`config.mk`:
```
export PLATFORM = sky130hd
export DESIGN_NAME = alu_mc
export DESIGN_NICKNAME = d
export VERILOG_FILES = /design/src/rtl/alu_mc.sv
export SDC_FILE = /design/constraint.sdc
export NUM_CORES = 1
export LEC_CHECK = 0
export ABC_AREA = 1
export BUFFER_PORTS_ARGS = -buffer_cell sky130_fd_sc_hd__buf_2
export CAP_MARGIN = 10
export CORE_MARGIN = 10
export CORE_UTILIZATION = 55
export DETAILED_ROUTE_END_ITERATION = 8
export PLACE_DENSITY = 0.81
export SETUP_SLACK_MARGIN = 0.5
export SLEW_MARGIN = 30
export SYNTH_ARGS = -nofsm -noshare
export SYNTH_HDL_FRONTEND = slang
export SYNTH_SLANG_ARGS = --single-unit
```
`constraint.sdc`:
```
create_clock -name i_clk -period 1.9 [get_ports i_clk]
set_input_delay 0.38 -clock i_clk [delete_from_list [all_inputs] [get_ports i_clk]]
set_output_delay 0.38 -clock i_clk [all_outputs]
set_load 0.01 [all_outputs]
```
`src/rtl/alu_mc.sv`:
```
// alu_mc: multi-cycle integer execute unit for the EX stage.
// Accepts a decoded ALU op over a valid/ready handshake and returns a
// registered result with eq/lt compare flags. Shifts iterate one bit per
// cycle through an internal accumulator; all other ops finish in one cycle.
// Build option: define ALU_MC_FAST_SHIFT_EN to replace the iterative shifter
// with a single-cycle barrel shifter (the SHIFT state and counter then vanish).
module alu_mc #(
    parameter int XLEN = 32
) (
    input  logic            i_clk,
    input  logic            i_rst_n,
    input  logic            i_flush,
    input  logic            i_valid,
    output logic            o_ready,
    input  logic [2:0]      i_opsel,
    input  logic            i_sub,
    input  logic            i_unsigned,
    input  logic            i_arith,
    input  logic [XLEN-1:0] i_op1,
    input  logic [XLEN-1:0] i_op2,
    output logic            o_valid,
    input  logic            i_ready,
    output logic [XLEN-1:0] o_result,
    output logic            o_eq,
    output logic            o_lt
);

    localparam int SW = $clog2(XLEN);

    typedef enum logic [1:0] {
        S_IDLE  = 2'd0,
        S_SHIFT = 2'd1,
        S_DONE  = 2'd2
    } state_t;

    state_t          state;
    logic [SW-1:0]   shamt;
    logic            is_shift;
    logic            lt;
    logic            eq;
    logic [XLEN-1:0] alu_res;

    assign shamt    = i_op2[SW-1:0];
    assign is_shift = (i_opsel[1:0] == 2'b01);
    assign o_ready  = (state == S_IDLE);
    assign o_valid  = (state == S_DONE);

    // Single-cycle datapath and compare flags from the live request inputs.
    always_comb begin
        // NOTE: every always_comb output gets a default first so no path leaves it unassigned (that would infer a latch).
        alu_res = '0;
        eq      = (i_op1 == i_op2);
        lt      = i_unsigned ? (i_op1 < i_op2) : ($signed(i_op1) < $signed(i_op2));
        case (i_opsel)
            3'b000:         alu_res = i_sub ? (i_op1 - i_op2) : (i_op1 + i_op2);
            3'b010, 3'b011: alu_res = {{(XLEN-1){1'b0}}, lt};
            3'b100:         alu_res = i_op1 ^ i_op2;
            3'b110:         alu_res = i_op1 | i_op2;
            3'b111:         alu_res = i_op1 & i_op2;
`ifdef ALU_MC_FAST_SHIFT_EN
            3'b001:         alu_res = i_op1 << shamt;
            3'b101:         alu_res = i_arith ? XLEN'($signed(i_op1) >>> shamt) : (i_op1 >> shamt);
`else
            // Only the shamt==0 shift takes this path; the value is op1 unchanged.
            3'b001, 3'b101: alu_res = i_op1;
`endif
            default:        alu_res = '0;
        endcase
    end

`ifndef ALU_MC_FAST_SHIFT_EN
    logic [XLEN-1:0] acc;
    logic [XLEN-1:0] acc_next;
    logic [SW-1:0]   cnt;
    logic            shift_left;
    logic            shift_arith;

    // One-bit shift step of the accumulator using the captured direction/fill.
    always_comb begin
        acc_next = shift_left ? {acc[XLEN-2:0], 1'b0}
                              : {shift_arith & acc[XLEN-1], acc[XLEN-1:1]};
    end
`endif

    // Control FSM plus result/flag registers; flush overrides every handshake.
    always_ff @(posedge i_clk or negedge i_rst_n) begin
        if (!i_rst_n) begin
            // NOTE: the accumulator is reset too; it is small and keeps sim free of X after a mid-shift reset.
            state    <= S_IDLE;
            o_result <= '0;
            o_eq     <= 1'b0;
            o_lt     <= 1'b0;
`ifndef ALU_MC_FAST_SHIFT_EN
            acc         <= '0;
            cnt         <= '0;
            shift_left  <= 1'b0;
            shift_arith <= 1'b0;
`endif
        end else if (i_flush) begin
            state <= S_IDLE;
        end else begin
            // NOTE: non-blocking assignments throughout so every register samples pre-edge values.
            case (state)
                S_IDLE: begin
                    if (i_valid) begin
                        o_eq <= eq;
                        o_lt <= lt;
`ifndef ALU_MC_FAST_SHIFT_EN
                        if (is_shift && (shamt != '0)) begin
                            acc         <= i_op1;
                            cnt         <= shamt;
                            shift_left  <= ~i_opsel[2];
                            shift_arith <= i_arith;
                            state       <= S_SHIFT;
                        end else begin
                            o_result <= alu_res;
                            state    <= S_DONE;
                        end
`else
                        o_result <= alu_res;
                        state    <= S_DONE;
`endif
                    end
                end
`ifndef ALU_MC_FAST_SHIFT_EN
                S_SHIFT: begin
                    acc <= acc_next;
                    cnt <= cnt - {{(SW-1){1'b0}}, 1'b1};
                    if (cnt == {{(SW-1){1'b0}}, 1'b1}) begin
                        o_result <= acc_next;
                        state    <= S_DONE;
                    end
                end
`endif
                S_DONE: begin
                    if (i_ready) begin
                        state <= S_IDLE;
                    end
                end
                default: state <= S_IDLE;
            endcase
        end
    end

`ifdef ALU_MC_FAST_SHIFT_EN
    // is_shift only steers the iterative shifter; keep it referenced.
    logic unused_fast;
    assign unused_fast = is_shift;
`endif

endmodule

```
==> implementation parameters, run 1 <==
Parameter                              Value

Run status
  Status    did not finish
  Last flow stage reached    5_1_grt
  First error line in the log    [ERROR GRT-0116] Global routing finished with congestion. Check the congestion regions in the DRC Viewer.

GRT
  Vias in the first global route    18400
  Global-route total usage across every layer    61.2%
  Global-route wire length before repair    113000 um
  Largest net degree at the start of global routing    76
  Final global-route overflow total    2

Place
  Number of buffer cells added on primary ports    110
  Detailed Place HPWL    35100 um
  Last weighted congestion value of the routability-driven placer    1.06

Logic synthesis
  Yosys reg bits    75
  Post-synthesis instance area    10200 um^2
  FFs w/ async S/R, synth    100%
  Mean cell area of the mapped netlist    5.80 um^2
  Part of the Yosys area used for sequential elements    18.4%
  Most area-consuming cells after synthesis    nand2_1, dfrtp_1, ha_1
  Number of flops mapped to enable cells by yosys    0
  Instance count of the mapped netlist    1754
  Main flop type after synthesis    dfrtp_1
  Warnings, synthesis    0
  Cell type contributing the most total cell area after synthesis    nand2_1
  Syn Nets    1931
  Fraction of post-synthesis cell area in the top cell type by area    21.6%
  Count of distinct cell types in the synthesized netlist    44

Floorplan
  Die width    156 um
  DIE HEIGHT    156 um
  Top Ports    111
  Floorplan row count    49
  Initial core utilization    56.3%

CTS
  Maximum clock path buffer count    2
  Cell at the root of the clock tree    clkbuf_16
  CTS H-tree depth    3
  Cts-stage hold buffer count    0
  Sink count of the clock tree    75
  Clock buffers created by TritonCTS    9
per-stage QoR:
step           cells  utilization, %  worst slack, ns  cell area (um^2)
4_1_cts         2418            92.0          -0.0412             16600
3_5_place_dp    2337            75.6           -0.817             13700
3_3_place_gp    2337            75.6           -0.753             13700
2_1_floorplan   1754               -           0.0223             10700
cells by family after synthesis:
logic type | Yosys count | synth area share (%)
AO/OA/AOI/OAI | 303 | 17.0
XOR/XNOR | 6 | 0.516
adder cells (fa/ha/maj) | 102 | 12.7
buffers and inverters | 361 | 14.9
flip-flops | 75 | 18.4
AND/OR/NAND/NOR | 907 | 36.4
timing repair:
action / 4_1_cts
endpoints found under the setup margin: 77
gates resized for setup: 615
setup buffers: 54
pin swaps: 189
gates cloned: 12
synthesized netlist by cell type (all sizes together), types with 2 or more instances:
| master | instances |
|---|---|
| a221oi | 26 |
| dfrtp | 75 |
| inv | 293 |
| ha | 100 |
| nor3 | 15 |
| a31oi | 6 |
| o31ai | 2 |
| nand2 | 587 |
| a2bb2oi | 2 |
| xor2 | 5 |
| o21ai | 90 |
| nand3 | 83 |
| buf | 42 |
| and2 | 12 |
| nand4 | 24 |
| a21oi | 131 |
| o22ai | 33 |
| clkbuf | 25 |
| o21bai | 9 |
| nor2 | 179 |
| fa | 2 |
| nand3b | 4 |
routing by layer:
layer / GRT overflow / track usage, %
met4: 1 / 56.5
met5: 0 / 19.2
met2: 1 / 77.8
met1: 0 / 60.0
met3: 0 / 49.2
==> run 2, diff against run 1 <==
--- a/config.mk
+++ b/config.mk
@@ -9,10 +9,9 @@
 export BUFFER_PORTS_ARGS = -buffer_cell sky130_fd_sc_hd__buf_2
 export CAP_MARGIN = 10
 export CORE_MARGIN = 10
-export CORE_UTILIZATION = 55
+export CORE_UTILIZATION = 40
 export DETAILED_ROUTE_END_ITERATION = 8
-export PLACE_DENSITY = 0.81
-export SETUP_SLACK_MARGIN = 0.5
+export PLACE_DENSITY_LB_ADDON = 0.15
 export SLEW_MARGIN = 30
 export SYNTH_ARGS = -nofsm -noshare
 export SYNTH_HDL_FRONTEND = slang
==> implementation parameters, run 2 <==
Parameter                              Value

Run status
  Status    finished, violations left
  Failing checks    negative hold slack, negative setup slack

Timing
  Pin slew with the least headroom to its limit    0.507 ns
  Final hold slack    -0.0134 ns
  Setup-failing EPs final    19
  Sum of negative setup slack    -0.738 ns
  Worst Skew    0.00764 ns
  Number of hold violations in the final report    16
  Part of the cycle the worst path needs    104%
  Highest Clock Rate    0.504 GHz
  Slew Limit Headroom    66.2%
  Worst Setup Slack, final    -0.0822 ns
  Setup repair after global routing missed its margin    true
  Tmin final    1.98 ns
  Final-report max-slew violation count    0

Final layout
  Count of non-filler cells in the finished layout    2489
  Most common cell after layout, fill and taps aside    nand2_1
  Total area of multi-input combinational cells    8940 um^2
  Storage element area    1880 um^2
  Area grow syn2layout    61.9%
  Biggest registers after layout    acc x32, o_result x32, cnt x5
  Layout cells sized above 1    48.1%
  # diodes    0
  Most frequent cells in the layout    nand2_1, buf_4, inv_1
  Post-layout nets    2332
  Filler Cell Count    2316

Power
  Power share of the combinational group    55.1%
  Internal power summed over all cells    6160 uW
  Sequential fraction of design power    26.4%
  Sw Share    43.0%
  Net Switching    4640 uW
  Worst vdd ir    0.510 mV
  Leakage dissipation    0.00830 uW
  Power Dens Cells    655 nW/um^2
  Clock network fraction of total power    18.5%

CTS
  Clock tree from TritonCTS    done
  Maximum clock path buffer count    2
  Cell at the root of the clock tree    clkbuf_16
  Clock buffers created by TritonCTS    9
  Sink count of the clock tree    75
  CTS H-tree depth    3
  Worst-path clk slew    0.06 ns
  Clock latency at the later pin of the worst-skew pair    0.33 ns
  Cts-stage hold buffer count    0

Logic synthesis
  Most repeated cell in the gate-level netlist after synthesis    nand2_1
  Number of flops mapped to enable cells by yosys    0
  Leading cell types by count after synthesis    nand2_1, inv_1, nor2_1, a21oi_1, ha_1
  Instance count of the mapped netlist    1754
  Post-synthesis instance area    10200 um^2
  FFs w/ async S/R, synth    100%
  Warnings, synthesis    0
  Mean cell area of the mapped netlist    5.80 um^2
  Count of distinct cell types in the synthesized netlist    44
  Cell type contributing the most total cell area after synthesis    nand2_1
  Part of the Yosys area used for sequential elements    18.4%
  Yosys reg bits    75
  Syn Nets    1931
  Fraction of post-synthesis cell area in the top cell type by area    21.6%
  Most area-consuming cells after synthesis    nand2_1, dfrtp_1, ha_1
  Main flop type after synthesis    dfrtp_1

Drt
  DR WL/cell    18.8 um
  Vias after detailed routing    13100
  Remaining design rule violation count    0
  TritonRoute pass-1 iters    6
  Antenna Violating Nets Remaining    0
  Final WL    46900 um
  Iter 0 DRT Violations    1043
  Vias per inst    5.25

Worst setup path
  Setup Crit Path Kind    input pin to register
  Max Fanout on Critical Path    3
  Element type at the critical path end    register
  Element type at the critical path start    input pin
  WP data arrival    2.24 ns
  Data required time at the worst endpoint    2.16 ns

Place
  Detailed Place HPWL    37100 um
  Number of cells after detailed placement    2443
  Number of buffer cells added on primary ports    110
  Last weighted congestion value of the routability-driven placer    1.01

Worst hold path
  Type of the most critical hold path    input pin to async pin

GRT
  Global-route wire length before repair    70800 um
  Number of antenna violations at the first check in global routing    1
  Largest net degree at the start of global routing    93
  Final global-route overflow total    0
  Met1 Track Usage GR    31.8%
  Vias in the first global route    12800
  Met2 Usage GRT    47.5%
  Global-route track usage on met3    3.23%
  Global-route total usage across every layer    27.2%
  Most utilized layer in the global route result    met2

Floorplan
  Initial core utilization    40.5%
  Top Ports    111
  Core footprint    25100 um^2
  Area of the die    32200 um^2
  Die width    180 um
  DIE HEIGHT    180 um
  Floorplan row count    58

Run
  Total of max-cap violations    0
[run 2: cell counts after synthesis]
Identical to the previous run, type by type.
[run 2: metal layers]
layer / share of wire (%) / wire length [um]
met1: 39 / 18500
met2: 49 / 23000
met3: 5.0 / 2350
met4: 6.4 / 3000
met5: 0.028 / 13
[run 2: timing repair]
action,4_1_cts,5_1_grt
gates resized for setup,337,430
setup endpoints to repair,31,32
endpoints found under the hold margin,0,0
pin swaps,80,206
buffers inserted,14,19
[run 2: power by group through the flow]
stage / clock, uW / sequential (uW) / combinational, uW
6_report: 1990 / 2850 / 5950
5_1_grt: 2090 / 2950 / 6530
4_1_cts: 2020 / 2840 / 5350
3_5_place_dp: 0 / 2860 / 4870
3_3_place_gp: 0 / 2860 / 4820
2_1_floorplan: 0 / 2880 / 2630
[run 2: worst paths after layout]
kind                            slack [ns]  cells past startpoint           end  startpoint
worst max-delay path                 -0.08                     17  o_result[14]    i_op1[0]
worst min-delay path                 -0.01                      1        cnt[4]     i_rst_n
worst max register to register        0.23                     10  o_result[26]    state[0]
worst min register to register        0.49                      2        acc[5]      acc[5]
max in group asynchronous             1.27                      2  o_result[18]     i_rst_n
min in group i_clk                    0.26                      3   shift_arith     i_arith
[run 2: through the flow]
step	hold slack (ns)	utilization [%]	total power [uW]	instance area, um^2	worst slack, ns
final	-0.0134	65.6	10800	16500	-0.0822
after detailed placement	0.359	53.6	7730	13400	-0.842
after floorplan	0.0844	-	5520	10300	-0.0102
after global routing	0.0123	65.6	11600	16500	-0.218
after global placement	0.350	53.6	7680	13400	-0.858
after CTS	0.00700	59.8	10200	15000	-0.0729
[run 2: layout make-up]
cell class | count | area share [%]
Tap cell | 330 | 2.50
Timing Repair Buffer | 457 | 22.6
Inverter | 294 | 7.21
Sequential cell | 75 | 11.4
Multi-Input combinational cell | 1318 | 54.3
Clock inverter | 4 | 0.600
Clock buffer | 11 | 1.47
[run 2: kinds of logic after synthesis]
family / count (synthesis) / share of synthesized area (%)
and+or+nand+nor: 907 / 36.4
buffers and inverters: 361 / 14.9
AOI/OAI and AO/OA: 303 / 17.0
adders and majority gates: 102 / 12.7
DFF: 75 / 18.4
xor gates and xnor gates: 6 / 0.516
[run 2: worst max-delay path, stage by stage]
cell and delay [ns]:
buf_12 0.11, clkinv_8 0.04, ha_4 0.12, inv_4 0.04
fa_2 0.39, nand3_2 0.11, nand3_4 0.12, buf_6 0.14
nand2_2 0.05, nand3_2 0.08, nand2_1 0.08, o21ai_2 0.06
xor2_1 0.13, nand2_1 0.10, nand2_2 0.09, nand2_1 0.06
a21oi_2 0.13
Note: power is estimated with default switching activity, not from simulation.
==> run 3, diff against run 2 <==
--- a/config.mk
+++ b/config.mk
@@ -8,7 +8,7 @@
 export ABC_AREA = 1
 export BUFFER_PORTS_ARGS = -buffer_cell sky130_fd_sc_hd__buf_2
 export CAP_MARGIN = 10
-export CORE_MARGIN = 10
+export CORE_MARGIN = 2
 export CORE_UTILIZATION = 40
 export DETAILED_ROUTE_END_ITERATION = 8
 export PLACE_DENSITY_LB_ADDON = 0.15
==> implementation parameters, run 3 (synthesized netlist as in run 2, its figures left out) <==
Parameter                              Value

Run status
  Status    finished, violations left
  Failing checks    negative setup slack

Place
  Detailed Place HPWL    34300 um
  Number of buffer cells added on primary ports    110
  Number of cells after detailed placement    2428
  Last weighted congestion value of the routability-driven placer    1.01

Timing
  Number of hold violations in the final report    0
  Worst Setup Slack, final    -0.129 ns
  Setup-failing EPs final    20
  Slew Limit Headroom    71.1%
  Final-report max-slew violation count    0
  Highest Clock Rate    0.493 GHz
  Pin slew with the least headroom to its limit    0.431 ns
  Part of the cycle the worst path needs    107%
  Worst Skew    0.00548 ns
  Tmin final    2.03 ns
  Setup repair after global routing missed its margin    true

Worst setup path
  Data required time at the worst endpoint    2.16 ns
  Element type at the critical path start    input pin
  Depth of the worst register-to-register path    10
  Highest cell delay on the worst timing path    0.42 ns
  Number of gates on the worst path with buffers counted    17
  Worst path slowest cell    fa_2
  Setup Crit Path Kind    input pin to register
  Kind of cell adding the most delay to the critical path    simple AND/OR/NAND/NOR gates
  WP data arrival    2.29 ns
  Most used cell along the critical path    nand2_2
  Element type at the critical path end    register
  Register-to-register path setup slack    0.21 ns
  Worst r2r dst    o_result[18]
  Max Fanout on Critical Path    3
  Count of buffering cells on the critical path with inverters included    4
  Reg-to-reg startpoint    state[0]
  Cells traversed along the worst timing path    buf_12, clkinv_8, ha_4, inv_4, fa_2, nand3_2, nand3_4, nand2_2, nand2_2, buf_6, nand4_1, nand3_2, nand2_2, nand3_2, nand2_2, nand2_1, a21oi_2

Power
  Power share of the combinational group    56.2%
  Worst vdd ir    0.587 mV
  Leakage dissipation    0.00807 uW
  Clock network fraction of total power    15.7%
  Power Dens Cells    642 nW/um^2
  Internal power summed over all cells    5610 uW
  Net Switching    4500 uW
  Sequential fraction of design power    28.1%
  Sw Share    44.5%

CTS
  Clock tree from TritonCTS    done
  Clock latency at the later pin of the worst-skew pair    0.34 ns
  Sink count of the clock tree    75
  Maximum clock path buffer count    2
  Cell at the root of the clock tree    clkbuf_16
  CTS H-tree depth    3
  Clock buffers created by TritonCTS    9
  Worst-path clk slew    0.06 ns

Floorplan
  Floorplan row count    58
  DIE HEIGHT    164 um
  Top Ports    111
  Core footprint    25100 um^2
  Area of the die    26700 um^2
  Initial core utilization    40.5%
  Die width    164 um

Worst hold path
  Worst hold path cell count    3
  Endpoint with the worst hold slack    shift_arith
  Type of the most critical hold path    input pin to register
  Hold Path Origin    i_arith

Run
  Total of max-cap violations    0

GRT
  Number of antenna violations at the first check in global routing    0
  Global-route total usage across every layer    31.6%
  Global-route wire length before repair    65300 um
  Final global-route overflow total    0
  Vias in the first global route    12400
  Largest net degree at the start of global routing    93

Final layout
  Biggest registers after layout    acc x32, o_result x32, cnt x5
  Most common cell after layout, fill and taps aside    nand2_1
  Area grow syn2layout    54.8%
  Count of non-filler cells in the finished layout    2473
  Layout cells sized above 1    43.3%
  Post-layout nets    2315
  Final Core Density    62.7%
  # diodes    0
  Most frequent cells in the layout    nand2_1, buf_4, inv_1

Drt
  Final WL    43400 um
  Antenna Violating Nets Remaining    0
  Iter 0 DRT Violations    910
  Vias per inst    5.22
  Remaining design rule violation count    0
  DR WL/cell    17.6 um
  Vias after detailed routing    12900
  TritonRoute pass-1 iters    5
[run 3: how the worst max path moves through the flow]
stage / startpoint / to / slack [ns]
2_1_floorplan: i_op1[23] / o_result[30] / -0.01
3_3_place_gp: i_op2[17] / o_result[23] / -0.76
3_5_place_dp: i_op1[19] / o_result[25] / -0.75
4_1_cts: i_op1[21] / o_result[29] / -0.07
5_1_grt: i_op1[4] / o_result[18] / -0.22
6_report: i_op1[0] / o_result[18] / -0.13
[run 3: worst min-delay path: stages]
cell,delay [ns]
buf_2,0.08
nand2_1,0.04
nand2_1,0.06
[run 3: power groups by stage]
stage	logic (uW)	clock network (uW)	registers [uW]
2_1_floorplan	2630	0	2880
3_3_place_gp	4710	0	2840
3_5_place_dp	4770	0	2850
4_1_cts	5230	1600	2830
5_1_grt	6240	1680	2920
6_report	5680	1580	2840
[run 3: metal layers]
layer / up-vias / track usage, % / share of wire, %
li1: 6321 / - / -
met1: 6018 / 38.1 / 41
met2: 432 / 54.7 / 48
met3: 142 / 3.33 / 4.2
met4: 0 / 17.7 / 7.0
met5: - / 0 / 0
[run 3: through the flow]
stage | setup slack [ns] | total power [uW] | area, um^2 | hold slack (ns) | TNS, ns
2_1_floorplan | -0.0102 | 5520 | 10300 | 0.0844 | -0.0109
6_report | -0.129 | 10100 | 15800 | 0.258 | -1.27
3_3_place_gp | -0.756 | 7550 | 13300 | 0.294 | -20.55
3_5_place_dp | -0.754 | 7630 | 13300 | 0.299 | -21.95
5_1_grt | -0.223 | 10800 | 15800 | 0.279 | -3.79
4_1_cts | -0.0731 | 9670 | 14800 | 0.255 | -0.490
[run 3: final cells by class]
type,instances,area [um^2]
Multi-Input combinational cell,1318,8610
Sequential cell,75,1880
Tap cell,330,413
Timing Repair Buffer,440,3420
Clock inverter,6,41.3
Fill cell,2392,9360
Inverter,294,1160
Clock buffer,10,229
[run 3: timing repair]
| item | CTS | global route |
|---|---|---|
| buffers inserted | 13 | 18 |
| gates resized for setup | 330 | 263 |
| endpoints found under the hold margin | 19 | 0 |
| setup endpoints to repair | 30 | 31 |
| pin swaps | 104 | 115 |
| hold buffers | 1 | 0 |
==> run 4, diff against run 3 <==
==> constraint.sdc (replaced) <==
create_clock -name i_clk -period 1.9 [get_ports i_clk]
set_input_delay 0.475 -clock i_clk [delete_from_list [all_inputs] [get_ports i_clk]]
set_output_delay 0.475 -clock i_clk [all_outputs]
set_load 0.01 [all_outputs]
==> implementation parameters, run 4 (synthesized netlist as in run 2, its figures left out) <==
Parameter                              Value

Timing
  Part of the cycle the worst path needs    109%
  Setup-failing EPs final    27
  Tmin final    2.07 ns
  Highest Clock Rate    0.484 GHz
  Setup repair after global routing missed its margin    true
  Number of hold violations in the final report    0
  Slew Limit Headroom    63.1%
  Worst Setup Slack, final    -0.167 ns
  Final-report max-slew violation count    0
  Pin slew with the least headroom to its limit    0.553 ns
  Final hold slack    0.107 ns
  Worst Skew    0.00720 ns

Worst setup path
  Reg-to-reg startpoint    state[1]
  Max Fanout on Critical Path    3
  Critical path startpoint    i_op2[15]
  Element type at the critical path end    register
  Element type at the critical path start    input pin
  Data required time at the worst endpoint    2.17 ns
  Setup Crit Path Kind    input pin to register
  WP data arrival    2.33 ns

Final layout
  Most common cell after layout, fill and taps aside    nand2_1
  # diodes    0
  Layout cells sized above 1    47.9%
  Post-layout instance area    17000 um^2
  Area grow syn2layout    66.7%
  Filler Cell Count    2243
  Count of non-filler cells in the finished layout    2513
  Biggest registers after layout    acc x32, o_result x32, cnt x5
  Most frequent cells in the layout    nand2_1, buf_4, inv_1
  Post-layout nets    2355

Drt
  Vias after detailed routing    13200
  Final WL    45200 um
  Remaining design rule violation count    0
  Iter 0 DRT Violations    796
  DR WL/cell    18.0 um
  Antenna Violating Nets Remaining    0
  Vias per inst    5.26
  TritonRoute pass-1 iters    6

Place
  Last weighted congestion value of the routability-driven placer    0.990
  Detailed Place HPWL    35400 um
  Number of buffer cells added on primary ports    110
  Number of cells after detailed placement    2453
  Cell area after placement    13900 um^2

Run
  Total of max-cap violations    0

Power
  Internal power summed over all cells    6230 uW
  Leakage dissipation    0.00848 uW
  Sw Share    43.1%
  Clock network fraction of total power    18.2%
  Power Dens Cells    645 nW/um^2
  Worst vdd ir    0.591 mV
  Sequential fraction of design power    26.1%
  Power share of the combinational group    55.7%
  Net Switching    4720 uW

GRT
  Global-route wire length before repair    68400 um
  Vias in the first global route    12800
  Global-route total usage across every layer    33.1%
  Final global-route overflow total    0
  Largest net degree at the start of global routing    93
  Number of antenna violations at the first check in global routing    0

Worst hold path
  Type of the most critical hold path    input pin to async pin

CTS
  Worst-path clk slew    0.06 ns
  CTS H-tree depth    3
  Maximum clock path buffer count    2
  Cell at the root of the clock tree    clkbuf_16
  Clock buffers created by TritonCTS    9
  Clock tree from TritonCTS    done
  Sink count of the clock tree    75
  Clock latency at the later pin of the worst-skew pair    0.34 ns
  Cts-stage hold buffer count    0

Floorplan
  Die width    164 um
  Core footprint    25100 um^2
  Floorplan row count    58
  Area of the die    26700 um^2
  Initial core utilization    40.5%
  DIE HEIGHT    164 um
  Top Ports    111

Run status
  Failing checks    negative setup slack
  Status    finished, violations left
run 4: worst max-delay path, stage by stage:
cell     delay (ns)
buf_6          0.10
inv_4          0.05
ha_4           0.21
buf_6          0.12
nor2_4         0.14
nand2_2        0.09
nor3_4         0.17
buf_6          0.16
nand3_4        0.11
nand3_2        0.09
nand2_1        0.05
nand2_1        0.05
nand2_1        0.05
nand2_1        0.07
nand2_1        0.09
nand2_2        0.09
nand2_1        0.07
a21oi_2        0.15
run 4: layout make-up:
type / instances / area [um^2] / area share, %
Tap cell: 330 / 413 / 2.43
Sequential cell: 75 / 1880 / 11.1
Clock buffer: 10 / 229 / 1.35
Timing Repair inverter: 1 / 7.51 / 0.0442
Clock inverter: 6 / 111 / 0.656
Inverter: 294 / 1240 / 7.32
Multi-Input combinational cell: 1318 / 9060 / 53.4
Timing Repair Buffer: 479 / 4030 / 23.8
run 4: final timing paths:
check,cells after the start,slack (ns),to
min in group i_clk,3,0.36,shift_arith
setup reg to reg,9,0.16,o_result[29]
max in group asynchronous,2,1.20,acc[27]
hold / removal,1,0.11,cnt[1]
hold reg to reg,2,0.49,acc[0]
setup / recovery,18,-0.17,o_result[21]
run 4: power by group through the flow:
stage                     Combinational, uW  Sequential (uW)  Clock, uW
final                                  6100             2860       1990
after global routing                   6640             2930       2100
after CTS                              5600             2840       2010
after detailed placement               4990             2870          0
after global placement                 4920             2850          0
after floorplan                        2750             2880          0
run 4: repair_timing:
item / 4_1_cts / 5_1_grt
buffers inserted: 31 / 13
gates cloned: 0 / 1
pin swaps: 147 / 140
endpoints found under the setup margin: 30 / 39
resized for setup: 421 / 278
run 4: per-stage QoR:
step                      TNS, ns  total power [uW]  util (%)  setup slack (ns)
after global placement     -23.93              7770      55.3            -0.883
after global routing        -5.39             11700      67.6            -0.254
after detailed placement   -24.73              7850      55.3            -0.843
final                       -2.64             10900      67.6            -0.167
after CTS                   -2.12             10400      63.5            -0.156
after floorplan             -1.00              5630         -           -0.0728
run 4: layer usage:
metal  global-route usage, %  vias to the layer above  share of wire, %
met5                       0                        -                 0
met4                    14.6                        0               5.4
met3                    3.89                      109               5.1
met2                    57.4                      441                48
met1                    41.2                     6245                41
li1                        -                     6415                 -
